==> src/rtl/decode_queue_pkg.sv <==
// Shared types for the decode stage: the decoded-instruction record and the
// default decode-queue depth.
package decode_queue_pkg;

    localparam int DQ_DEPTH = 8;

    typedef struct packed {
        logic [31:0] pc;
        logic [31:0] instr;
    } decode_data;

endpackage

==> src/rtl/decode_queue.sv <==
// Decoded-instruction FIFO between the frontend and rename, flushed on mispredict.
// Optional feature macro: DECODE_QUEUE_BYPASS_EN (empty-queue fall-through to rename).
module decode_queue
    import decode_queue_pkg::*;
#(
    parameter int DEPTH = DQ_DEPTH
) (
    input  logic                     clk,
    input  logic                     reset,
    input  logic                     valid_in,
    input  decode_data               data_in,
    output logic                     ready_in,
    output logic                     valid_out,
    output decode_data               data_out,
    input  logic                     ready_out,
    input  logic                     mispredict,
    output logic [$clog2(DEPTH):0]   count
);

    localparam int PTR_W = $clog2(DEPTH);
    localparam logic [PTR_W:0] FULL_COUNT = (PTR_W + 1)'(DEPTH);

    decode_data        mem [DEPTH];
    logic [PTR_W-1:0]  wr_ptr;
    logic [PTR_W-1:0]  rd_ptr;
    logic              has_data;
    logic              push;
    logic              pop;
    logic              bypass_take;

    assign has_data = (count != '0);
    // Space is judged on occupancy alone, so a full queue never reuses a slot being popped.
    assign ready_in = (count < FULL_COUNT) && !reset;

`ifdef DECODE_QUEUE_BYPASS_EN
    logic bypass;

    assign bypass      = !has_data && valid_in && !mispredict && !reset;
    assign valid_out   = (has_data && !mispredict) || bypass;
    assign data_out    = has_data ? mem[rd_ptr] : (bypass ? data_in : '0);
    // A bypassed instruction taken by rename the same cycle is never stored.
    assign bypass_take = bypass && ready_out;
`else
    assign valid_out   = has_data && !mispredict;
    assign data_out    = has_data ? mem[rd_ptr] : '0;
    assign bypass_take = 1'b0;
`endif

    assign push = valid_in && ready_in && !mispredict && !bypass_take;
    assign pop  = has_data && ready_out && !mispredict;

    always_ff @(posedge clk or posedge reset) begin
        if (reset) begin
            wr_ptr <= '0;
            rd_ptr <= '0;
            count  <= '0;
        end else if (mispredict) begin
            wr_ptr <= '0;
            rd_ptr <= '0;
            count  <= '0;
        end else begin
            if (push) begin
                wr_ptr <= wr_ptr + 1'b1;
            end
            if (pop) begin
                rd_ptr <= rd_ptr + 1'b1;
            end
            case ({push, pop})
                2'b10:   count <= count + 1'b1;
                2'b01:   count <= count - 1'b1;
                default: count <= count;
            endcase
        end
    end

    // Storage needs no reset: data_out is masked to zero whenever the queue is empty.
    always_ff @(posedge clk) begin
        if (push) begin
            mem[wr_ptr] <= data_in;
        end
    end

endmodule

==> config.mk <==
export PLATFORM = sky130hd
export DESIGN_NAME = decode_queue
export DESIGN_NICKNAME = d
export VERILOG_FILES = /design/src/rtl/decode_queue_pkg.sv /design/src/rtl/decode_queue.sv
export SDC_FILE = /design/constraint.sdc
export NUM_CORES = 1
export LEC_CHECK = 0
export CORE_MARGIN = 2
export CORE_UTILIZATION = 40
export DETAILED_ROUTE_END_ITERATION = 10
export PLACE_DENSITY = 0.63
export SETUP_SLACK_MARGIN = 0.4
export SYNTH_ARGS = -nofsm -noshare
export SYNTH_HDL_FRONTEND = slang
export SYNTH_SLANG_ARGS = --single-unit
==> constraint.sdc <==
create_clock -name clk -period 14.85 [get_ports clk]
set_input_delay 1.485 -clock clk [delete_from_list [all_inputs] [get_ports clk]]
set_output_delay 1.485 -clock clk [all_outputs]
set_load 0.01 [all_outputs]
==> impl_results.md <==
* Outcome: finished, final reports clean
* Main combinational cell family by area after synthesis: multiplexers
* Die area at 51900 um2
* Syn_nets at 964
* Synth Area in XOR/XNOR at 0.00350
* Leak at 7.17 nW
* Vias in the first global route at 9835
* Die width at 228 um
* Finished Core Util at 0.477
* Yosys top cell area share at 0.767
* FMAX at 183 MHz
* Crit-path max FO at 50
* Total gr overflow at 0
* Number of gates resized after cts at 0
* Synthesized area at 20000 um2
* Area leader, netlist: edfxtp_1
* Synth area leaders: edfxtp_1 (77%), mux4_2 (14%), mux2i_1 (3.2%)
* Total CTS buffers at 51
* Worst EP required at 13.36 ns
* Max Cap Violations at 0
* Port bufs at 138
* Adder-cell share of the synthesized area at 0.00250
* RSZ-0062 raised after global routing: no
* Via count at 9122
* Pins Over Slew Limit at 0
* DR WL/cell at 23.0 um
* Post-synthesis compound-gate area fraction at 0.00468
* Final clock skew at 0.0117 ns
* Count of different cell masters after synthesis at 35
* 1st-pass router iterations at 5
* Worst setup path category: reg2out
* FP Rows at 82
* Clock-pin slew on the worst setup and hold paths at 0.06 ns
* HPWL Detailed at 21500 um
* Fin Hold WS at 0.612 ns
* Core Box Area at 49800 um2
* Starting Density at 0.403
* DRT Wirelength at 40400 um
* Clk_lat worst skew at 0.57 ns
* Avg Inst Size Synth at 22.5 um2
* DRC Markers at 0
* Chip height at 228 um
* CTS Root Cell: clkbuf_16
* Final Cycle Share at 0.368
* Nets@finish at 1131
* Final setup fails at 0
* Area growth, synth to finish at 18.5%
* Antenna-violating nets left at 0
* IO Count at 139
* VDD IR-drop max at 0.125 mV
* Postcts setup bufs at 0
* Final hold viol count at 0
* Crit. End Element: output port
* Mux contribution to synthesized area at 0.176
* Setup_tns at 0 ns
* Fin crit period at 5.46 ns
* Pwr Density at 161 nW/um2
* Via/cell ratio at 5.18
* Final GP Congestion at 0.686
* Layout cells sized above 1 at 0.209
* All-Layer GR Usage at 0.158
* Clock sink count at 522
* Relative slew slack at 0.285
* Worst Setup Start Kind: register
* CTS tree: done
* Post-CTS Hold Fix Bufs at 0
* Largest net degree at the start of global routing at 71
* Post-synthesis cell count at 891
* First-pass GRT wire length at 62000 um
* Iter 0 DRT Violations at 695
* CP arrival at 3.98 ns
* Synthesis-stage register bit count at 522
* HP Class: reg2reg
* Pwr Total at 3.83 mW
* Maximum root-to-sink buffer count at 3
* H-tree Lvls at 2
* Initial antenna violation count at 3
* Synth Area in Simple Gates at 0.0229
* Synth warn at 0
* Register area share after synthesis at 0.780
* Worst-Margin Slew at 1.07 ns
[report_power, final]
part           internal, mW  switching (mW)
clock                 0.647           0.504
sequential             1.64          0.0643
combinational         0.527           0.444
[final cells by class]
cell class / instances / area, um2
tap: 672 / 841
antenna: 2 / 5.00
timing repair buffer: 159 / 1540
clock buffer: 71 / 1390
fill: 4116 / 26000
clock inverter: 12 / 57.6
inverter: 2 / 7.51
sequential: 522 / 15600
multi-input combinational: 322 / 4270
[registers in the layout, summed over array words and instances, names as in the netlist]
signal,count
count,4
wr_ptr,3
rd_ptr,3
mem,512
[final timing paths]
path | from | cells after the start | slack (ns) | end
setup / recovery | rd_ptr[0]$_DFFE_PP0P_ | 5 | 9.39 | data_out[63]
hold / removal | wr_ptr[0]$_DFFE_PP0P_ | 2 | 0.61 | wr_ptr[0]$_DFFE_PP0P_
setup reg to reg | count[3]$_DFFE_PP0P_ | 4 | 11.58 | mem[4][53]$_DFFE_PP_
hold reg to reg | wr_ptr[0]$_DFFE_PP0P_ | 2 | 0.61 | wr_ptr[0]$_DFFE_PP0P_
max in group asynchronous | reset | 2 | 13.23 | rd_ptr[1]$_DFFE_PP0P_
min in group asynchronous | reset | 2 | 1.31 | count[0]$_DFFE_PP0P_
[critical path, cell delays in order, from the launching register on]
cell	delay (ns)
dfrtp_4	0.99
buf_4	0.89
mux4_2	0.60
mux2i_1	0.17
nor2_1	0.11
clkdlybuf4s50_1	0.53
[cells by family after synthesis]
| kind of cell | count (synthesis) |
|---|---|
| xor+xnor | 8 |
| simple gates | 107 |
| flops | 522 |
| compound gates | 10 |
| mux | 193 |
| buf+inv | 47 |
| fa+ha+maj | 4 |
[cells in the final DEF (no fill, tap or decap), drive strengths merged, types with 2 or more instances in the layout]
cell type | synthesis | routed
nand2b | 2 | 2
nor2 | 83 | 83
dfrtp | 10 | 10
inv | 2 | 2
clkdlybuf4s50 | 0 | 138
edfxtp | 512 | 512
buf | 29 | 21
nor4 | 2 | 2
xor2 | 4 | 4
a21oi | 3 | 3
diode | 0 | 2
mux2i | 65 | 65
mux4 | 128 | 128
nor3 | 5 | 5
clkinv | 0 | 12
nand2 | 7 | 7
clkbuf | 16 | 71
ha | 4 | 4
xnor2 | 4 | 4
[layer usage]
metal / up-vias / global-route usage / part of all wire
met2: 179 / 0.261 / 0.49
met4: 4 / 0.0438 / 0.017
met5: - / 0 / 0.00059
met3: 54 / 0.0291 / 0.045
li1: 4023 / - / -
met1: 4862 / 0.218 / 0.45
[stage by stage]
stage	cell area (um2)	worst slack [ns]	cells
6_report	23700	9.39	1762
5_1_grt	23700	9.01	1761
4_1_cts	23700	9.18	1760
2_1_floorplan	20000	7.60	891
3_5_place_dp	22300	9.82	1677
3_3_place_gp	22300	9.84	1677
[synth_stat cells, drive strengths merged]
master   instances
a2111oi          1
a21oi            3
a22oi            1
a31o             1
a32oi            1
and2             1
and3b            1
buf             29
clkbuf          16
dfrtp           10
edfxtp         512
ha               4
inv              2
mux2i           65
mux4           128
nand2            7
nand2b           2
nand3b           1
nor2            83
nor2b            1
nor3             5
nor3b            1
nor4             2
o2111a           1
o21ai            1
o41ai            1
or2              1
or3              1
or3b             1
xnor2            4
xor2             4
No activity file was read; power rests on OpenSTA's default activity.
